## config.mk

```make
export PLATFORM = sky130hd
export DESIGN_NAME = timing_loop_ctrl
export DESIGN_NICKNAME = d
export VERILOG_FILES = /design/src/rtl/timing_loop_ctrl.sv
export SDC_FILE = /design/constraint.sdc
export NUM_CORES = 1
export LEC_CHECK = 0
export ABC_AREA = 1
export BUFFER_PORTS_ARGS = -buffer_cell sky130_fd_sc_hd__buf_2
export CORE_ASPECT_RATIO = 1.4
export CORE_MARGIN = 1.5
export CORE_UTILIZATION = 50
export CTS_CLUSTER_DIAMETER = 40
export DETAILED_ROUTE_END_ITERATION = 16
export GPL_TIMING_DRIVEN = 0
export PLACE_DENSITY_LB_ADDON = 0.08
export SLEW_MARGIN = 15
export SYNTH_ARGS = -nofsm -noshare
export SYNTH_HDL_FRONTEND = slang
export SYNTH_SLANG_ARGS = --single-unit
```

## constraint.sdc

```tcl
create_clock -name clk -period 4.5 [get_ports clk]
set_input_delay 0.225 -clock clk [delete_from_list [all_inputs] [get_ports clk]]
set_output_delay 0.225 -clock clk [all_outputs]
set_load 0.01 [all_outputs]
```

## src/rtl/timing_loop_ctrl.sv

```systemverilog
// Acquisition/tracking sequencer for the QPSK symbol timing loop.
// Selects loop-filter gains, flushes/holds the loop and reports lock state.
module timing_loop_ctrl #(
  parameter int DATA_WIDTH    = 16,
  parameter int ACQ_SYMS      = 256,
  parameter int LOCK_THRESH   = 1024,
  parameter int UNLOCK_THRESH = 4096,
  parameter int LOCK_COUNT    = 64,
  parameter int UNLOCK_COUNT  = 32,
  parameter int TIMEOUT_SYMS  = 4096,
  parameter int FLUSH_CYC     = 8
) (
  input  logic                         clk,
  input  logic                         rst,
  input  logic                         enable,
  input  logic                         strobe,
  input  logic signed [DATA_WIDTH-1:0] e_k,
  output logic [1:0]                   gain_sel,
  output logic                         loop_rst,
  output logic                         loop_hold,
  output logic                         locked,
  output logic                         lock_lost,
  output logic [7:0]                   retry_cnt,
  output logic [2:0]                   state
);

  localparam logic [2:0] IDLE   = 3'd0;
  localparam logic [2:0] FLUSH  = 3'd1;
  localparam logic [2:0] ACQ    = 3'd2;
  localparam logic [2:0] TRACK  = 3'd3;
  localparam logic [2:0] LOCKED = 3'd4;

  localparam int FL_W  = $clog2(FLUSH_CYC) + 1;
  localparam int ACQ_W = $clog2(ACQ_SYMS) + 1;
  localparam int GD_W  = $clog2(LOCK_COUNT) + 1;
  localparam int BD_W  = $clog2(UNLOCK_COUNT) + 1;
  localparam int TO_W  = $clog2(TIMEOUT_SYMS) + 1;

  localparam logic [FL_W-1:0]  FLUSH_LAST  = FL_W'(FLUSH_CYC - 1);
  localparam logic [ACQ_W-1:0] ACQ_LAST    = ACQ_W'(ACQ_SYMS - 1);
  localparam logic [GD_W-1:0]  GOOD_LAST   = GD_W'(LOCK_COUNT - 1);
  localparam logic [BD_W-1:0]  BAD_LAST    = BD_W'(UNLOCK_COUNT - 1);
  localparam logic [TO_W-1:0]  TO_LAST     = TO_W'(TIMEOUT_SYMS - 1);
  localparam logic [DATA_WIDTH-1:0] LOCK_T   = DATA_WIDTH'(LOCK_THRESH);
  localparam logic [DATA_WIDTH-1:0] UNLOCK_T = DATA_WIDTH'(UNLOCK_THRESH);
  localparam logic [DATA_WIDTH-1:0] MOST_NEG = {1'b1, {(DATA_WIDTH-1){1'b0}}};
  localparam logic [DATA_WIDTH-1:0] MOST_POS = {1'b0, {(DATA_WIDTH-1){1'b1}}};

  logic [2:0]            state_reg, state_next;
  logic [FL_W-1:0]       flush_cnt_reg, flush_cnt_next;
  logic [ACQ_W-1:0]      acq_cnt_reg, acq_cnt_next;
  logic [GD_W-1:0]       good_cnt_reg, good_cnt_next;
  logic [BD_W-1:0]       bad_cnt_reg, bad_cnt_next;
  logic [TO_W-1:0]       timeout_cnt_reg, timeout_cnt_next;
  logic [7:0]            retry_reg, retry_next;
  logic                  lock_lost_reg, lock_lost_next;
  logic [DATA_WIDTH-1:0] e_raw, e_mag;
  logic                  e_good, e_bad;

  // Negating the most-negative value overflows, so clamp it to the largest positive.
  assign e_raw = e_k;
  always_comb begin
    e_mag = e_raw;
    if (e_raw == MOST_NEG)
      e_mag = MOST_POS;
    else if (e_raw[DATA_WIDTH-1])
      e_mag = -e_raw;
  end

  assign e_good = (e_mag < LOCK_T);
  assign e_bad  = (e_mag >= UNLOCK_T);

  always_comb begin
    state_next       = state_reg;
    flush_cnt_next   = flush_cnt_reg;
    acq_cnt_next     = acq_cnt_reg;
    good_cnt_next    = good_cnt_reg;
    bad_cnt_next     = bad_cnt_reg;
    timeout_cnt_next = timeout_cnt_reg;
    retry_next       = retry_reg;
    lock_lost_next   = 1'b0;

    case (state_reg)
      IDLE: begin
        if (enable) begin
          state_next     = FLUSH;
          flush_cnt_next = '0;
        end
      end
      FLUSH: begin
        if (flush_cnt_reg == FLUSH_LAST) begin
          state_next   = ACQ;
          acq_cnt_next = '0;
        end else begin
          flush_cnt_next = flush_cnt_reg + 1'b1;
        end
      end
      ACQ: begin
        if (strobe) begin
          if (acq_cnt_reg == ACQ_LAST) begin
            state_next       = TRACK;
            good_cnt_next    = '0;
            timeout_cnt_next = '0;
          end else begin
            acq_cnt_next = acq_cnt_reg + 1'b1;
          end
        end
      end
      TRACK: begin
        // Reaching lock wins over a timeout landing on the same strobe.
        if (strobe) begin
          if (e_good && good_cnt_reg == GOOD_LAST) begin
            state_next   = LOCKED;
            bad_cnt_next = '0;
          end else if (timeout_cnt_reg == TO_LAST) begin
            state_next     = FLUSH;
            flush_cnt_next = '0;
            if (retry_reg != 8'hFF)
              retry_next = retry_reg + 8'd1;
          end else begin
            good_cnt_next    = e_good ? good_cnt_reg + 1'b1 : '0;
            timeout_cnt_next = timeout_cnt_reg + 1'b1;
          end
        end
      end
      LOCKED: begin
        if (strobe) begin
          if (!e_bad) begin
            bad_cnt_next = '0;
          end else if (bad_cnt_reg == BAD_LAST) begin
            state_next     = FLUSH;
            flush_cnt_next = '0;
            lock_lost_next = 1'b1;
          end else begin
            bad_cnt_next = bad_cnt_reg + 1'b1;
          end
        end
      end
      default: state_next = IDLE;
    endcase

    // Dropping enable aborts everything except the retry history.
    if (!enable) begin
      state_next       = IDLE;
      flush_cnt_next   = '0;
      acq_cnt_next     = '0;
      good_cnt_next    = '0;
      bad_cnt_next     = '0;
      timeout_cnt_next = '0;
      lock_lost_next   = 1'b0;
    end
  end

  always_ff @(posedge clk) begin
    if (rst) begin
      state_reg       <= IDLE;
      flush_cnt_reg   <= '0;
      acq_cnt_reg     <= '0;
      good_cnt_reg    <= '0;
      bad_cnt_reg     <= '0;
      timeout_cnt_reg <= '0;
      retry_reg       <= '0;
      lock_lost_reg   <= 1'b0;
    end else begin
      state_reg       <= state_next;
      flush_cnt_reg   <= flush_cnt_next;
      acq_cnt_reg     <= acq_cnt_next;
      good_cnt_reg    <= good_cnt_next;
      bad_cnt_reg     <= bad_cnt_next;
      timeout_cnt_reg <= timeout_cnt_next;
      retry_reg       <= retry_next;
      lock_lost_reg   <= lock_lost_next;
    end
  end

  always_comb begin
    gain_sel  = 2'd0;
    loop_rst  = 1'b0;
    loop_hold = 1'b0;
    locked    = 1'b0;
    case (state_reg)
      IDLE:   loop_hold = 1'b1;
      FLUSH: begin
        loop_rst  = 1'b1;
        loop_hold = 1'b1;
        gain_sel  = 2'd2;
      end
      ACQ:    gain_sel = 2'd2;
      TRACK:  gain_sel = 2'd1;
      LOCKED: locked = 1'b1;
      default: loop_hold = 1'b1;
    endcase
  end

  assign lock_lost = lock_lost_reg;
  assign retry_cnt = retry_reg;
  assign state     = state_reg;

endmodule

```

Word level (Yosys, flattened, before mapping)
Index checks and enable logic that the tools add are counted.
{ "classes": {"n_bitwise": 5, "eq_ne": 26, "n_shift": 0, "div": 0, "muxes": 48, "addsub": 7, "n_lt_le_gt_ge": 2, "reduce_logical": 16, "n_mul": 0} }
{ "op_table": {"columns": ["op", "n"], "rows": [
  ["$mux W13", 5],
  ["$mux W7", 6],
  ["$mux W16", 2],
  ["$mux W6", 5],
  ["$mux W4", 7],
  ["$mux W3", 9],
  ["$mux W9", 3],
  ["$ne A2 B2 Y1 const B", 13],
  ["$pmux W13 S2", 1],
  ["$pmux W9 S2", 1],
  ["$eq A16 B16 Y1 const B", 1],
  ["$ge A16 B13 Y1 const B", 1],
  ["$lt A16 B11 Y1 const B", 1],
  ["$neg A16 Y16", 1],
  ["$pmux W4 S4", 1],
  ["$reduce_and A8 Y1", 2],
  ["$pmux W3 S5", 1],
  ["$pmux W7 S2", 1],
  ["$add A13 B1 Y13 const B", 1],
  ["$eq A13 B12 Y1 const B", 1],
  ["$pmux W6 S2", 1],
  ["$reduce_and A5 Y1", 2],
  ["$add A9 B1 Y9 const B", 1],
  ["$eq A9 B8 Y1 const B", 1],
  ["other kinds (24)", 36]
]} }
{ "word_totals": {"mem_count": 0, "latchBits": 0, "wordCells": 112, "output_inout_bits": 17, "reg_bits": 51, "rom_bits": 0, "ram_bits": 0} }

Depth between registers and ports, before layout
Gate-level depths: netlist of the first run.
{ "logic_depth": {"ltp_word": 9, "ltp_mapped": 16, "mapped_depth_nobuf": 16} }

Least setup slack after synthesis of the first run
No wires, ideal clock.
{ "synth_timing": {"path_type": "register to register", "start": "reg acq_cnt_reg[0]", "end": "reg timeout_cnt_reg[6]", "arrival_time_ns": 1.893, "path_stages_with_launch": 16, "setup_ns": 0.070, "slack_ns": 2.536, "path_cell_list": "dfxtp_1 > ha_1 > nand4_1 > nor4_1 > ha_1 > inv_1 > nand2_1 > inv_1 > nor2_1 > nand2_2 > nor2_4 > nand2_4 > nand2_4 > buf_6 > nand2_1 > a21oi_1"} }
{ "synth_between": {"elab_chain_len": 3} }
{ "synth_lines": {"columns": ["item", "line_no", "rtl"], "rows": [
  ["start: declaration", "51", "logic [ACQ_W-1:0] acq_cnt_reg, acq_cnt_next;"],
  ["start signal: assignment", "167", "acq_cnt_reg <= acq_cnt_next;"],
  ["$eq A9 B8 Y1", "100", "if (acq_cnt_reg == ACQ_LAST) begin"],
  ["$ne A2 B2 Y1 (no source line)", null, null],
  ["$reduce_and A6 Y1 (no source line)", null, null],
  ["end signal: assignment", "170", "timeout_cnt_reg <= timeout_cnt_next;"],
  ["end: declaration", "54", "logic [TO_W-1:0] timeout_cnt_reg, timeout_cnt_next;"]
]} }
No other way between the ends.
A chain may end at the register's enable or synchronous reset.

Worst setup path after layout of the first run
Same ends and word-level chain as after synthesis.

==> results summary, run 1 <==
The total of flip-flops plus latches after synthesis came out at 51. The count of distinct cell types in the synthesized netlist came out at 35. The minimum setup slack among reg-to-reg paths came out at 2.22 ns. The global placement routability congestion came out at 0.854. The final worst-path cycle share is 0.507. The share of flip-flops with an asynchronous set or reset after synthesis came out at 0. The flip-flop count of the largest register after layout is 13. The remaining global-route overflow is 0. Across the routed clock network, the largest skew measured is 0.00699 ns. Across the run, the number of max-cap violations was 0. The final design instance area without fill is 3650 um^2. The class of the tightest hold or removal check is in -> reg. The routed layout has between 3000 and 4000 vias.

The first-pass GRT wire length came out at 12900 um. The sequential cell area came out at 1020 um^2. Across every metal layer, demand over resource in global routing totals 0.220. The area after detailed placement is 3550 um^2.

The total nets after synthesis is 517. The post-layout net count came out at 558. The run finished with clean final reports.

The antenna violation net count after detailed routing came out at 0. From left edge to right edge, the die measures between 70 and 80 um. In this run, the number of DRC markers left after iteration 0 of detailed routing was 149. The pin count of the biggest net entering global routing is 17. The detail-routed via count per cell is around 5.2.

The maximum vdd drop is 0.000158 V. The static leakage came out at 1.53 nW. The count of flip-flops with a built-in enable after synthesis came out at 0.

The kind of end point of the critical path is a register. The minimum clock period after layout is approximately 2.3 ns. The number of failing setup endpoints in the final timing report is 0.

The number of global-route vias before repair is 3017. In this run the tool buffered the top-level ports with 34 buffer cells. After synthesis, the cell types taking the most area are sky130_fd_sc_hd__dfxtp_1, sky130_fd_sc_hd__nand2_1, sky130_fd_sc_hd__nor2_1, sky130_fd_sc_hd__nand3_1, sky130_fd_sc_hd__inv_1. The number of H-tree levels is 2. The count of placed standard cells in the final layout, fillers left out is 603. sky130_fd_sc_hd__dfxtp_1 takes more of the synthesized area than any other cell.

The gate count after technology mapping came out at 489. The final antenna diode count is 0. The required time of the critical path is 4.73 ns. For this run, the leading register cell type out of synthesis is sky130_fd_sc_hd__dfxtp_1. The final number of hold-violating endpoints came out at 0. The clock passes through at most 2 buffers.

The maximum fanout encountered on the critical timing path is 10. The number of placed instances, taps included, is 595. The TritonCTS clock tree is done.

Once the clock tree was built, the setup fixing pass inserted 0 buffers. The proportion of synthesized chip area in sequential cells is 0.310. The worst hold margin came out at 0.296 ns.

Static timing analysis puts the maximum clock frequency at 0.438 GHz. The count of standard-cell rows is 34. The number of buffers created by CTS is 5.

The detailed placement HPWL came out at 5550 um. The average instance area after synthesis is roughly 6.7 um^2. The boundary pin count came out at 37. The number of inserted filler cells in the final layout is 651. The type of element launching the critical path is a register. Compared with the post-synthesis result, the final layout area differs by 10.9%. The normalized max-slew margin is 0.558.

For this configuration, the core starts out at a cell density of 0.523. The multi-input gate area in the final layout came out at roughly 2000 um^2. The mapped cell area came out at between 3000 and 4000 um^2. The number of hold-repair buffers added at the cts stage is 0. Of the post-synthesis cell area, the dominant cell type holds 0.310. The initial antenna violation count is 0. The detailed-routing iteration count for the pre-antenna-repair pass is 7. The arrival time of the worst setup path came out at 2.52 ns. The final-report max-slew violation count is 0.

The clock net in this run drives a total of 51 sinks. The proportion of layout cells with a drive suffix above 1 is 0.166. The overall die height is 99.0 um. The count of warnings emitted by yosys came out at 0. The number of gates resized after cts came out at 0. The die covers about 7100 um^2. The power per cell area is 235 nW/um^2.

The critical path is of the reg -> reg type. The detailed-route DRC error count came out at 0. The clock latency on the worst-skew pair is 0.31 ns. The average wire length per cell after detail routing came out at between 10 and 15 um. The floorplan core area came out at 6300 um^2. The clock-pin transition on the worst setup and hold timing paths is 0.10 ns.

For the pin with the worst max-slew slack, the measured transition is 0.659 ns. Setup repair after global routing left no endpoint under its margin. The post-detailed-routing wire length came out at 7230 um. The aggregate negative setup slack is 0 ns. The clock root buffer master is sky130_fd_sc_hd__clkbuf_8.
-- cell usage in the layout (no fill, tap or decap), types with 8 or more instances in the layout --
| master | n |
|---|---|
| sky130_fd_sc_hd__nand2_1 | 111 |
| sky130_fd_sc_hd__nor2_1 | 75 |
| sky130_fd_sc_hd__dfxtp_1 | 51 |
| sky130_fd_sc_hd__inv_1 | 49 |
| sky130_fd_sc_hd__nand3_1 | 43 |
| sky130_fd_sc_hd__buf_2 | 35 |
| sky130_fd_sc_hd__a21oi_1 | 32 |
| sky130_fd_sc_hd__xor2_1 | 16 |
| sky130_fd_sc_hd__nand4_1 | 14 |
| sky130_fd_sc_hd__nor2_2 | 9 |
| sky130_fd_sc_hd__nor3_1 | 9 |
| sky130_fd_sc_hd__o21ai_0 | 8 |
| sky130_fd_sc_hd__ha_1 | 8 |
-- cell families after synthesis --
family,synth area share
DFF,0.310
buffers and inverters,0.0802
xor gates and xnor gates,0.0612
adders and majority gates,0.0304
AOI/OAI and AO/OA,0.0829
and+or+nand+nor,0.435
-- routing by layer --
metal / track usage / share of wire / vias up
li1: - / - / 1663
met4: 0.0813 / 0.012 / 0
met5: 0 / 0 / -
met1: 0.265 / 0.44 / 1443
met2: 0.395 / 0.52 / 41
met3: 0.0276 / 0.025 / 6
-- worst paths after layout --
path | start | endpoint | cells after the start
worst min register to register | good_cnt_reg[6] | good_cnt_reg[6] | 2
worst max register to register | acq_cnt_reg[0] | timeout_cnt_reg[6] | 15
worst max-delay path | acq_cnt_reg[0] | timeout_cnt_reg[6] | 15
worst min-delay path | rst | retry_cnt[0] | 2
-- report_power, final --
part	switching, mW	total [mW]	internal [mW]
clock network	0.160	0.286	0.126
logic	0.0731	0.111	0.0376
registers	0.00544	0.461	0.456
total	0.238	0.858	0.620
-- cell usage after synthesis (2+ instances only) --
master                       n
sky130_fd_sc_hd__nand3_1    43
sky130_fd_sc_hd__nor3b_1     6
sky130_fd_sc_hd__nor3_1      9
sky130_fd_sc_hd__dfxtp_1    51
sky130_fd_sc_hd__nand2_4     3
sky130_fd_sc_hd__nor2_2      9
sky130_fd_sc_hd__ha_1        8
sky130_fd_sc_hd__xnor2_1     7
sky130_fd_sc_hd__nor2_1     75
sky130_fd_sc_hd__nand4_1    14
sky130_fd_sc_hd__o21ai_0     8
sky130_fd_sc_hd__inv_2       5
sky130_fd_sc_hd__nand2_2     3
sky130_fd_sc_hd__clkbuf_1    6
sky130_fd_sc_hd__nand2_1   111
sky130_fd_sc_hd__nand3b_1    3
sky130_fd_sc_hd__or2_2       2
sky130_fd_sc_hd__a21oi_1    32
sky130_fd_sc_hd__nor2_4      6
sky130_fd_sc_hd__buf_6       3
sky130_fd_sc_hd__nand3_2     7
sky130_fd_sc_hd__xor2_1     16
sky130_fd_sc_hd__inv_1      49
sky130_fd_sc_hd__o21ai_2     2
-- worst max-delay path, cell delays in order (launching register included) --
cell	delay (ns)
sky130_fd_sc_hd__dfxtp_1	0.39
sky130_fd_sc_hd__ha_1	0.19
sky130_fd_sc_hd__nand4_1	0.10
sky130_fd_sc_hd__nor4_1	0.22
sky130_fd_sc_hd__ha_1	0.20
sky130_fd_sc_hd__inv_1	0.03
sky130_fd_sc_hd__nand2_1	0.07
sky130_fd_sc_hd__inv_1	0.06
sky130_fd_sc_hd__nor2_1	0.15
sky130_fd_sc_hd__nand2_2	0.09
sky130_fd_sc_hd__nor2_4	0.17
sky130_fd_sc_hd__nand2_4	0.07
sky130_fd_sc_hd__nand2_4	0.12
sky130_fd_sc_hd__buf_6	0.17
sky130_fd_sc_hd__nand2_1	0.06
sky130_fd_sc_hd__a21oi_1	0.13
-- layout make-up --
type                            count  area share
Timing Repair Buffer               34      0.0466
Inverter                           54      0.0555
Clock inverter                      2     0.00446
Clock buffer                        6      0.0226
Tap cell                           72      0.0247
Buffer                             10      0.0168
Sequential cell                    51       0.280
Multi-Input combinational cell    374       0.550
-- metrics by stage --
| stage | worst slack, ns | power, mW | utilization |
|---|---|---|---|
| 2_1_floorplan | 2.54 | 0.550 | - |
| 3_3_place_gp | 2.25 | 0.581 | 0.564 |
| 3_5_place_dp | 2.20 | 0.583 | 0.564 |
| 4_1_cts | 2.16 | 0.871 | 0.580 |
| 5_1_grt | 1.88 | 0.903 | 0.580 |
| 6_report | 2.22 | 0.858 | 0.580 |
Power figures use the tool's default switching activity.
==> inputs of run 2 (changes only) <==
Settings changed: ABC_AREA 1 to 0.
Clock period 4.5 ns to 1.98 ns, I/O delays scaled along.
==> results summary, run 2 <==
The initial antenna violation count came out at 0. The run finished, with violations left. The multi-input gate area in the final layout is 2200 um^2. The first-pass GRT wire length came out at 11800 um. The deepest clock path buffer count came out at 2. The clock arrives with 0.0128 ns of skew. The number of buffers created by CTS came out at 5.

The flip-flop count of the largest register after layout came out at 13. The arrival time of the worst setup path came out at roughly 2.4 ns. 0 antenna diodes ended up in the layout. The initial core utilization came out at 0.512. The global routing stage identified its most utilized layer as met2. The count of flip-flops with a built-in enable after synthesis is 0. The class of the most critical setup path is reg -> reg. The number of instances on the worst hold path is 2. The pin count of the biggest net entering global routing is 17. The basic-gate share of the synthesized area counting and, or, nand and nor cells came out at 0.344. The post-detailed-routing wire length is 7460 um. The adder and majority cell fraction of the synthesized area is 0.0336.

By area the synthesized netlist is led by sky130_fd_sc_hd__dfxtp_1, sky130_fd_sc_hd__nor2_1, sky130_fd_sc_hd__nand3_1, sky130_fd_sc_hd__nand2_1, sky130_fd_sc_hd__xor2_1. Summing every instance area after synthesis gives 2980 um^2. The total of flip-flops plus latches after synthesis came out at 51. The main combinational cell family by area after synthesis is simple AND/OR/NAND/NOR gates.

The post-layout worst setup margin came out at -0.135 ns. The number of design-rule violations left by the first detailed-router iteration is 125. The area fraction in compound gates after synthesis came out at 0.187.

The maximum vdd drop is 0.000292 V. The startpoint identified for the worst register-to-register timing path is acq_cnt_reg[0]. The count of input and output buffers is 35. In the routed layout, each cell is associated on average with a via count of 5.76.

The detailed-routing iteration count for the pre-antenna-repair pass came out at 4. For this design, the sink count on the clock tree is 51. The minimum setup slack among reg-to-reg paths came out at -0.14 ns. Leaving out fill and tap cells, the most frequent cells in the layout are sky130_fd_sc_hd__buf_2, sky130_fd_sc_hd__dfxtp_1, sky130_fd_sc_hd__nor2_1, sky130_fd_sc_hd__buf_4, sky130_fd_sc_hd__nand2_1. Detailed placement finished with a half-perimeter wire length of 4920 um. The sequential cell area is ~1000 um^2. The average instance area after synthesis came out at roughly 8.1 um^2. The share of Yosys cell area claimed by the top area cell type came out at 0.342. The most used flip-flop cell after synthesis is sky130_fd_sc_hd__dfxtp_1. The commonest cells after synthesis are sky130_fd_sc_hd__dfxtp_1, sky130_fd_sc_hd__nor2_1, sky130_fd_sc_hd__nand2_1.

The number of global-route vias before repair is 2738. Setup violations remaining at the end of the flow were counted as 21. Clock-pin slew was measured on the worst setup and hold paths at 0.09 ns. The met3 capacity usage during global routing is 0.0465. The endpoint identified for the worst register-to-register timing path is acq_cnt_reg[7]. STA classifies the critical path startpoint as a register. The worst pin sits at a relative slew slack of 0.508. CTS placed an instance of sky130_fd_sc_hd__clkbuf_8 at the clock tree root. The worst hold margin is roughly 0.18 ns.

The all-layer global routing usage is 0.233. The die is about 94 um tall. The final worst-path cycle share came out at 1.07.

The global routing met1 resource utilization is 0.274. From synthesis to final layout, the design area changed by 35.8%. The timing-limited maximum frequency came out at 0.473 GHz. STA classifies the critical path endpoint as a register. Clock latency on the worst-skew pair, taken at its later pin, is 0.32 ns.

The library cell used most frequently in the layout, excluding fill and tap cells, is sky130_fd_sc_hd__buf_2. The xor/xnor cell area share of the yosys netlist is 0.0499. The cell with the most instances after synthesis is sky130_fd_sc_hd__dfxtp_1. The max-cap check violation count came out at 0.

The gate count after technology mapping came out at 368. The number of cell instances on the worst register-to-register path is 10. The area of the die is approximately 6400 um^2. The netlist uses 55 different library cells. Routability-driven placement finished with a final weighted congestion of roughly 0.8. The boundary pin count is 37. The startpoint of the worst hold path is rst. The final number of hold-violating endpoints came out at 0. The remaining global-route overflow came out at 0.

The transition time at the pin with the least slew margin is 0.738 ns. The detailed-route DRC error count is 0. The average wire length per cell after detail routing is about 14 um.

For hold timing, the worst endpoint is retry_cnt[0]. The total nets after synthesis came out at ~400. The cell accounting for the most synthesized area is sky130_fd_sc_hd__dfxtp_1. Setup repair after global routing could not meet its margin everywhere. In this run the power density over the cells is 515 nW/um^2. For met2 alone, demand over resource in global routing was 0.406. In this run the worst path has a maximum fanout of 5. In this run the worst hold path is classified as in -> reg. The antenna violation net count after detailed routing came out at 0.

TritonCTS built the clock tree. The final-report max-slew violation count came out at 0. The via count of the routed design is 2986. The count of standard-cell rows is 33. The post-place setup slack is -0.415 ns. The multiplexer share of the synthesized area is 0.0105. The static leakage came out at 1.45 nW.

The floorplan core area is 5820 um^2. The die is 68.3 um wide. The layout has 483 filler cells.

The final reports fail on setup timing. The count of warnings emitted by yosys is 0. The minimum clock period after layout is 2.12 ns.

The post-layout net count is approximately 480. The proportion of layout cells with a drive suffix above 1 came out at 0.386. The required time of the critical path came out at 2.22 ns. Of all flip-flops after synthesis, the portion carrying an async set or reset was 0. The share of the Yosys chip area taken by registers is 0.342. CTS built an H-tree with a depth of 2.
==> run 2: power breakdown <==
group	internal, mW	switching [mW]
Clock	0.416	0.369
Combinational	0.110	0.161
Sequential	1.03	0.00459
==> run 2: kinds of logic (layout without fill, tap and decap cells) <==
| logic type | after synthesis | count (layout) |
|---|---|---|
| AO/OA/AOI/OAI | 82 | 82 |
| XOR/XNOR | 17 | 17 |
| adder cells (fa/ha/maj) | 8 | 8 |
| buffers and inverters | 25 | 105 |
| flip-flops | 51 | 51 |
| multiplexers | 3 | 3 |
| AND/OR/NAND/NOR | 182 | 182 |
==> run 2: routing by layer <==
metal  vias to the layer above  share of wire
met4                         0          0.021
met5                         -              0
met3                        13          0.024
li1                       1519              -
met1                      1412           0.43
met2                        42           0.53
==> run 2: area by class of cell <==
class | instances | share of cell area
multi-input combinational | 292 | 0.543
clock buffer | 6 | 0.0204
timing repair buffer | 73 | 0.120
buffer | 11 | 0.0139
sequential | 51 | 0.259
inverter | 13 | 0.0121
tap | 70 | 0.0216
clock inverter | 2 | 0.00958
==> run 2: worst max path at each step <==
stage	slack [ns]	endpoint	from
2_1_floorplan	-0.03	acq_cnt_reg[5]	acq_cnt_reg[0]
3_3_place_gp	-0.50	bad_cnt_reg[5]	e_k[0]
3_5_place_dp	-0.41	bad_cnt_reg[5]	e_k[0]
4_1_cts	-0.16	timeout_cnt_reg[9]	acq_cnt_reg[0]
5_1_grt	-0.27	acq_cnt_reg[7]	acq_cnt_reg[0]
6_report	-0.14	acq_cnt_reg[7]	acq_cnt_reg[0]
==> run 2: per-stage QoR <==
step | power, mW | cells | TNS [ns] | utilization | area [um^2]
after global placement | 1.29 | 473 | -11.34 | 0.568 | 3300
after detailed placement | 1.29 | 473 | -10.21 | 0.568 | 3300
final | 2.09 | 518 | -1.17 | 0.695 | 4050
after global routing | 2.16 | 518 | -5.03 | 0.695 | 4050
after floorplan | 1.21 | 368 | -0.0842 | - | 3040
after CTS | 2.08 | 502 | -1.49 | 0.640 | 3720
==> run 2: repair_timing <==
item                                    in CTS  in global routing
hold buffers                                 0                  0
setup buffers                               21                 17
pin swaps                                   31                 28
endpoints found under the setup margin      40                 50
gates resized for setup                     41                 59
==> run 2: worst max-delay path: stages (launching register included) <==
cell,delay [ns]
sky130_fd_sc_hd__dfxtp_4,0.36
sky130_fd_sc_hd__ha_4,0.16
sky130_fd_sc_hd__nand3_2,0.07
sky130_fd_sc_hd__nor2_2,0.04
sky130_fd_sc_hd__ha_2,0.20
sky130_fd_sc_hd__nor4bb_2,0.29
sky130_fd_sc_hd__a21oi_1,0.08
sky130_fd_sc_hd__nor2_2,0.14
sky130_fd_sc_hd__nand4_1,0.19
sky130_fd_sc_hd__or3_1,0.37
sky130_fd_sc_hd__a21oi_1,0.16
==> inputs of run 3 (changes only) <==
Settings changed: CELL_PAD_IN_SITES_DETAIL_PLACEMENT from default to 2, CELL_PAD_IN_SITES_GLOBAL_PLACEMENT from default to 2, CORE_UTILIZATION 50 to 31.
==> results summary, run 3 (synthesized netlist as in run 2, its figures left out) <==
Routability-driven placement finished with a final weighted congestion of approximately 0.71. In this run the most critical hold path is launched from enable. The number of design-rule violations left by the first detailed-router iteration is between 100 and 150.

The type of element launching the critical path is a register. After floorplanning, the core was divided into 42 placement rows. The max-cap check violation count is 0. The library cell used most frequently in the layout, excluding fill and tap cells, is sky130_fd_sc_hd__buf_4.

Once routing completed, OpenROAD measured the worst setup slack at -0.314 ns. The timing-limited maximum frequency is roughly 0.44 GHz. The number of H-tree levels came out at 2. The number of buffers created by CTS is 5. At the end of the flow the core is filled with cells to 0.466.

The worst register-to-register path begins at acq_cnt_reg[0]. The area of the die came out at 10200 um^2. The checks that failed: setup timing.

The deepest clock path buffer count is 2. TritonCTS built the clock tree. The pin count of the biggest net entering global routing came out at 16. Dividing the detail-routed wire length by the instance count gives ~21 um. In the final design database the tool counted 489 nets. The cell sitting at the root of the clock tree is a sky130_fd_sc_hd__clkbuf_16. The path class of the tightest hold or removal check is in -> reg.

The detailed-routing iteration count for the pre-antenna-repair pass came out at 4. The final-report max-slew violation count came out at 0. In the layout the commonest cells are sky130_fd_sc_hd__buf_4, sky130_fd_sc_hd__dfxtp_1, sky130_fd_sc_hd__buf_2, sky130_fd_sc_hd__nor2_1, sky130_fd_sc_hd__nand2_1. Along the worst path, the maximum fanout reaches 4. The cell with the largest stage delay on the worst path is sky130_fd_sc_hd__or3_1. The boundary pin count came out at 37.

For this configuration, the core starts out at a cell density of 0.317. The worst clock skew is 0.00677 ns. The final worst-path cycle share is 1.16. The all-layer global routing usage came out at 0.211. The number of global-route vias before repair came to about 3400. The die is between 100 and 150 um tall. The source of the critical timing path is acq_cnt_reg[0]. Across the VDD grid, the largest voltage drop is 0.000360 V. The worst setup path is of the reg -> reg kind. Traced cell by cell, the critical path runs through ha_4 > nand3_4 > nor2_4 > ha_4 > buf_6 > nor4bb_4 > a21oi_2 > nor2_4 > nand4_1 > or3_1 > a21oi_2. The run finished, with violations left. The count of input and output buffers is 35.

In the routed design, unresolved DRC markers number 0. The post-detailed-routing wire length came out at between 10000 and 15000 um. Detailed routing inserted a total of between 3000 and 4000 vias. The transition time at the pin with the least slew margin came out at 0.684 ns. In this run the tightest slew margin relative to its limit is 0.544. The kind of end point of the critical path is a register. The number of hold-repair buffers added at the cts stage is 0. Using the TritonRoute via totals, the vias-per-cell ratio works out to 5.61. The final number of hold-violating endpoints came to 0. STA puts the critical path data required time at 2.21 ns. The sink count of the clock tree is 51. Setup repair after global routing could not meet its margin everywhere. The power per cell area came out at 536 nW/um^2. The number of inserted filler cells in the final layout is 1048. The initial antenna violation count came out at 0. The minimum clock period after layout is between 2 and 2.5 ns. The area after detailed placement came out at 3350 um^2. The die is around 86 um wide. The core region is 9410 um^2. After clock tree synthesis, the clock-pin slew on the worst setup and hold paths is 0.07 ns. Setup violations remaining at the end of the flow were counted as 42. The layout-stage area growth over the synthesis result is 47.0%. In the final layout, the share of cells above drive strength 1 is 0.416. In this run the static leakage power is 1.57 nW. The aggregate negative setup slack is -5.22 ns. STA puts the critical path data arrival time at 2.52 ns. The minimum setup slack among reg-to-reg paths came out at -0.31 ns.

Once detail routing completed, the nets flagged for antenna violations numbered 0. The final antenna diode count is 0. Detailed placement finished with a half-perimeter wire length of ~6900 um. The register with the most flip-flops in the layout has 13 of them. The clock latency on the worst-skew pair came out at 0.30 ns.

The first-pass GRT wire length came out at 17400 um. The remaining global-route overflow came out at 0. The worst hold margin is 0.245 ns.

The delay of the slowest cell on the worst path is between 0.4 and 0.5 ns. The finished cells cover 4380 um^2.
## run 3: layer usage
layer | track usage | routed length, um | vias to the layer above
li1 | - | - | 1526
met1 | 0.233 | 4700 | 1605
met2 | 0.412 | 6560 | 50
met3 | 0.0312 | 261 | 27
met4 | 0.0504 | 383 | 0
met5 | 0 | 0 | -
## run 3: cell type report
class / count / area (um^2) / share of cell area
repair buffers: 89 / 642 / 0.146
well taps: 110 / 138 / 0.0314
multi-input cells: 292 / 2300 / 0.525
clock inverters: 1 / 7.51 / 0.00171
plain buffers: 9 / 48.8 / 0.0111
inverters: 13 / 48.8 / 0.0111
clock buffers: 7 / 153 / 0.0348
flip-flops and latches: 51 / 1050 / 0.239
## run 3: repair_timing
| item | in CTS | in global routing |
|---|---|---|
| resized for setup | 64 | 62 |
| setup endpoints to repair | 45 | 50 |
| pin swaps | 33 | 48 |
| setup buffers | 34 | 22 |
## run 3: final timing paths
path         depth (start not counted)                   to
max                                 11       acq_cnt_reg[5]
min                                  4       bad_cnt_reg[1]
max reg2reg                         11       acq_cnt_reg[5]
min reg2reg                          2  timeout_cnt_reg[12]
## run 3: stage by stage
| step | instances | power [mW] | setup slack (ns) |
|---|---|---|---|
| floorplan | 368 | 1.21 | -0.0302 |
| global placement | 513 | 1.30 | -0.561 |
| detailed placement | 513 | 1.31 | -0.570 |
| CTS | 554 | 2.31 | -0.201 |
| global route | 572 | 2.44 | -0.429 |
| finish | 572 | 2.35 | -0.314 |
## run 3: where the power goes
group,internal (mW),leakage (nW),switching (mW),total (mW)
Combinational,0.144,1.08,0.206,0.350
Sequential,1.03,0.418,0.0123,1.04
Clock,0.539,0.0761,0.423,0.962
## run 3: worst max-delay path, delay by kind of cell, from the launching register on
family / cells / cell delay, ns
compound gates: 2 / 0.22
fa+ha+maj: 2 / 0.35
buf+inv: 1 / 0.12
flops: 1 / 0.35
simple gates: 6 / 1.18
